$ cat src/rtl/pc_sequencer.sv
// Program-counter owner for MonoCPU: sequences fetch/exec, drives the next-PC mux select,
// and handles stall, halt and misaligned-target trapping.
module pc_sequencer #(
  parameter int unsigned     XLEN     = 32,
  parameter logic [XLEN-1:0] RESET_PC = '0
) (
  input  logic            clk,
  input  logic            rst,
  output logic            fetchReq,
  input  logic            fetchAck,
  output logic            instrValid,
  input  logic            brTaken,
  input  logic            jump,
  input  logic [XLEN-1:0] branchTarget,
  input  logic            stall,
  input  logic            halt,
  output logic [XLEN-1:0] pcOut,
  output logic [XLEN-1:0] pcPlus4,
  output logic            MUXopbu,
  output logic            halted,
  output logic            misaligned,
  output logic [XLEN-1:0] instrCount
);

  localparam logic [XLEN-1:0] PC_STEP = XLEN'(4);
  localparam logic [XLEN-1:0] CNT_ONE = XLEN'(1);

  typedef enum logic [1:0] {
    S_FETCH = 2'd0,
    S_EXEC  = 2'd1,
    S_HALT  = 2'd2,
    S_ERR   = 2'd3
  } state_e;

  state_e          state_q, state_d;
  logic [XLEN-1:0] pc_q, pc_d;
  logic [XLEN-1:0] cnt_q, cnt_d;
  logic            mis_q, mis_d;

  // Decoded controls are forced low while reset is asserted.
  assign fetchReq   = ~rst & (state_q == S_FETCH);
  assign instrValid = ~rst & (state_q == S_EXEC);
  assign halted     = ~rst & (state_q == S_HALT);
  assign MUXopbu    = ~rst & (state_q == S_EXEC) & ~stall & (brTaken | jump);
  assign pcPlus4    = pc_q + PC_STEP;
  assign pcOut      = pc_q;
  assign instrCount = cnt_q;
  assign misaligned = mis_q;

  always_comb begin
    state_d = state_q;
    pc_d    = pc_q;
    cnt_d   = cnt_q;
    mis_d   = mis_q;
    unique case (state_q)
      S_FETCH: begin
        if (fetchAck) state_d = S_EXEC;
      end
      S_EXEC: begin
        // Priority: stall, then halt, then misaligned taken target, then normal commit.
        if (stall) begin
          state_d = S_EXEC;
        end else if (halt) begin
          state_d = S_HALT;
          cnt_d   = cnt_q + CNT_ONE;
        end else if (MUXopbu && (branchTarget[1:0] != 2'b00)) begin
          state_d = S_ERR;
          mis_d   = 1'b1;
        end else begin
          pc_d    = MUXopbu ? branchTarget : pcPlus4;
          cnt_d   = cnt_q + CNT_ONE;
          state_d = S_FETCH;
        end
      end
      S_HALT:  state_d = S_HALT;
      S_ERR:   state_d = S_ERR;
      default: state_d = S_FETCH;
    endcase
  end

  always_ff @(posedge clk) begin
    if (rst) begin
      state_q <= S_FETCH;
      pc_q    <= RESET_PC;
      cnt_q   <= '0;
      mis_q   <= 1'b0;
    end else begin
      state_q <= state_d;
      pc_q    <= pc_d;
      cnt_q   <= cnt_d;
      mis_q   <= mis_d;
    end
  end

endmodule

$ cat config.mk
export PLATFORM = sky130hd
export DESIGN_NAME = pc_sequencer
export DESIGN_NICKNAME = d
export VERILOG_FILES = /design/src/rtl/pc_sequencer.sv
export SDC_FILE = /design/constraint.sdc
export NUM_CORES = 1
export LEC_CHECK = 0
export CORE_ASPECT_RATIO = 1.25
export CORE_MARGIN = 2
export CORE_UTILIZATION = 41
export DETAILED_ROUTE_END_ITERATION = 7
export PLACE_DENSITY = 0.86
export SETUP_SLACK_MARGIN = 0.1
export SLEW_MARGIN = 20
export SYNTH_ARGS = -nofsm -noshare
export SYNTH_HDL_FRONTEND = slang
export SYNTH_SLANG_ARGS = --single-unit
export TNS_END_PERCENT = 50
$ cat constraint.sdc
create_clock -name clk -period 2 [get_ports clk]
set_input_delay 0.4 -clock clk [delete_from_list [all_inputs] [get_ports clk]]
set_output_delay 0.4 -clock clk [all_outputs]
set_load 0.005 [all_outputs]
==> results.yml <==
outcome:
  status: "complete, but fails checks"
  violations: "negative setup slack"
cells_and_area:
  num_antenna_cells: 0
  fin_area_mm2: 0.00724
  regArea_mm2: 0.00138
  fill_cells: 547
  layout-drive-gt1-share_pct: 38.7
  area_growth_pct: 85.4
  final_cells: 890
  multi_input_area_mm2: 0.00283
  layout.nets: 803
sta:
  skew_ns: 0.00740
  clock.fmax_ghz: 0.399
  slew_violations: 0
  worstMarginPinSlew_ns: 0.412
  setup_viol: 25
  rsz0062_at_grt: "yes"
  hold_viol: 0
  period_minus_slack_ns: 2.50
  fin_ws_ns: -0.505
  slew_headroom_pct: 72.3
  period_share_pct: 125
power:
  p_leak_nw: 3.09
  peakVddDrop_uv: 455
  power_frac_comb_pct: 10.7
  power.density_mw_per_mm2: 439
  power.internal_mw: 2.36
  p_sw_share_pct: 25.6
  power_mw: 3.18
  p_seq_share_pct: 42.7
  p_sw_mw: 0.814
  power_frac_clock_pct: 46.6
synthesis:
  synth_edf_count: 0
  synth_fp_nets: 521
  async_flop_share_pct: 0
  yosysWarnings: 0
  synth_seq_cells: 67
  ys_types: 57
  syn_avg_cell_area_um2: 8.14
  ys.flop_type: "dfxtp_1"
  synth_area_mm2: 0.00391
  synth_cells: 480
  synth_seq_area_share_pct: 34.3
detailed_routing:
  vias_per_cell: 5.93
  first_pass_iters: 7
  dr_total_vias: 5274
  wl_um: 17600
  drt_first_iter_violations: 314
  routedWlPerCell_um: 19.8
  antenna_left: 0
  drc: 0
setup_path:
  cp_top_family: "simple AND/OR/NAND/NOR gates"
  crit_fanout: 3
  required_ns: 1.60
  startpoint_type: "register"
  worstPathArrival_ns: 2.10
  path_class: "register to primary output"
  setup.worst_path.end_class: "primary output"
  crit_slowest_cell: "dfxtp_2"
  path_buf_inv: 3
  max_stage_delay_ns: 0.34
  cp_cell_sequence: "nand4_1 > buf_4 > nor4_4 > buf_4 > nand4_1 > xnor2_2 > buf_2"
global_route:
  overflow: 0
  grt_start_max_net_pins: 31
  grtUsageTotal_pct: 29.5
  grt_pass1_vias: 5025
  antenna_found_initial: 0
  grt_pass1_wl_um: 24700
place:
  postPlaceCellArea_mm2: 0.00620
  gp_congestion: 0.900
  dp_hpwl_um: 10700
  dp_worst_setup_slack_ns: -0.490
  portBuffers: 139
  placedCellCount: 822
cts:
  htreeDepth: 3
  clock_sinks: 67
  cts-buffers-inserted: 9
  clockBufferDepth: 2
  cts_tree: "yes"
  clock_latency_ns: 0.33
  cts.clk_slew.worst_paths_ns: 0.06
  postCtsHoldBufs: 0
  cts_root_buffer: "clkbuf_16"
flow_run:
  cap_violations: 0
worst_hold_path:
  min_path_type: "register to register"
floorplan:
  initial_utilization_pct: 42.4
  num_io_pins: 140
  die_h_um: 113
  die_area_mm2: 0.0103
  core_mm2: 0.00922
  floorplan.die.width_um: 91.3
  rows: 39
==> logic make-up after synthesis <==
family	after synthesis	synth area share, %
AND/OR/NAND/NOR	225	31.5
adder cells (fa/ha/maj)	2	0.641
flip-flops	67	34.3
XOR/XNOR	57	12.8
AO/OA/AOI/OAI	88	15.2
buffers and inverters	35	3.91
multiplexers	6	1.57
==> per-stage QoR <==
| step | utilization (%) | hold slack, ns | TNS (ns) |
|---|---|---|---|
| after CTS | 74.6 | 0.480 | -6.13 |
| final | 78.5 | 0.482 | -6.85 |
| after global placement | 67.3 | 0.463 | -13.47 |
| after global routing | 78.5 | 0.511 | -8.15 |
| after floorplan | - | 0.475 | -0.00222 |
| after detailed placement | 67.3 | 0.467 | -16.80 |
==> synthesized netlist by cell type, types with 8 or more instances <==
| cell | number | area share, % |
|---|---|---|
| buf_2 | 9 | 1.2 |
| inv_1 | 9 | 0.86 |
| nand4_1 | 22 | 3.5 |
| nor2_1 | 65 | 6.2 |
| nor3_1 | 23 | 2.9 |
| and3_1 | 10 | 1.6 |
| xnor2_1 | 36 | 8.1 |
| nor4_1 | 8 | 1.3 |
| dfxtp_1 | 67 | 34 |
| clkbuf_1 | 12 | 1.2 |
| a21oi_1 | 20 | 2.6 |
| xor2_1 | 21 | 4.7 |
| o21ai_0 | 18 | 2.3 |
| nand2_1 | 31 | 3.0 |
| nand3_1 | 27 | 3.5 |
| and4_1 | 9 | 2.0 |
| o21a_1 | 8 | 1.5 |
==> path summary, 6_finish.rpt <==
kind	startpoint	end	slack (ns)	cells past startpoint
hold reg to reg	misaligned$_SDFFE_PP0P_	misaligned$_SDFFE_PP0P_	0.48	1
setup reg to reg	pcOut[17]$_SDFFE_PP0P_	pcOut[29]$_SDFFE_PP0P_	-0.05	11
hold / removal	misaligned$_SDFFE_PP0P_	misaligned$_SDFFE_PP0P_	0.48	1
setup / recovery	pcOut[17]$_SDFFE_PP0P_	pcPlus4[30]	-0.50	7
==> state kept, by name (all words and copies together) (netlist names) <==
name,cells
instrCount,32
pcOut,32
misaligned,1
state_q,2
==> what timing repair did <==
action	in CTS	in global routing
resized for setup	157	73
buffers inserted	33	26
pin swaps	30	36
setup endpoints to repair	40	52
endpoints found under the hold margin	0	0
==> per-layer routing <==
layer  global-route usage (%)  routed length, µm
met5                        0                  0
met4                     15.1               1050
met3                     6.86               1320
met2                     54.2               8870
met1                     31.4               6390
==> layout make-up <==
class / count / share of cell area, %
Multi-Input combinational cell: 378 / 39.1
Clock inverter: 7 / 0.708
Tap cell: 123 / 2.13
Inverter: 9 / 0.466
Clock buffer: 9 / 3.11
Sequential cell: 67 / 19.1
Timing Repair Buffer: 297 / 35.4
==> cell usage in the layout, fill, tap and decap left out, types with 17 or more instances in the layout <==
cell | netlist | layout
xnor2_1 | 36 | 23
clkdlybuf4s50_1 | 0 | 104
buf_4 | 2 | 125
a21oi_1 | 20 | 19
nand2_1 | 31 | 28
buf_2 | 9 | 26
buf_6 | 0 | 32
nand3_1 | 27 | 17
nand4_1 | 22 | 22
nor2_1 | 65 | 59
nor3_1 | 23 | 17
xor2_1 | 21 | 21
dfxtp_1 | 67 | 47
==> power by group through the flow <==
| stage | clock [mW] | sequential [mW] | combinational [mW] |
|---|---|---|---|
| 2_1_floorplan | 0 | 1.39 | 0.108 |
| 3_3_place_gp | 0 | 1.39 | 0.312 |
| 3_5_place_dp | 0 | 1.39 | 0.318 |
| 4_1_cts | 1.48 | 1.36 | 0.317 |
| 5_1_grt | 1.55 | 1.36 | 0.355 |
| 6_report | 1.48 | 1.36 | 0.339 |
(Power assumes the default switching activity.)
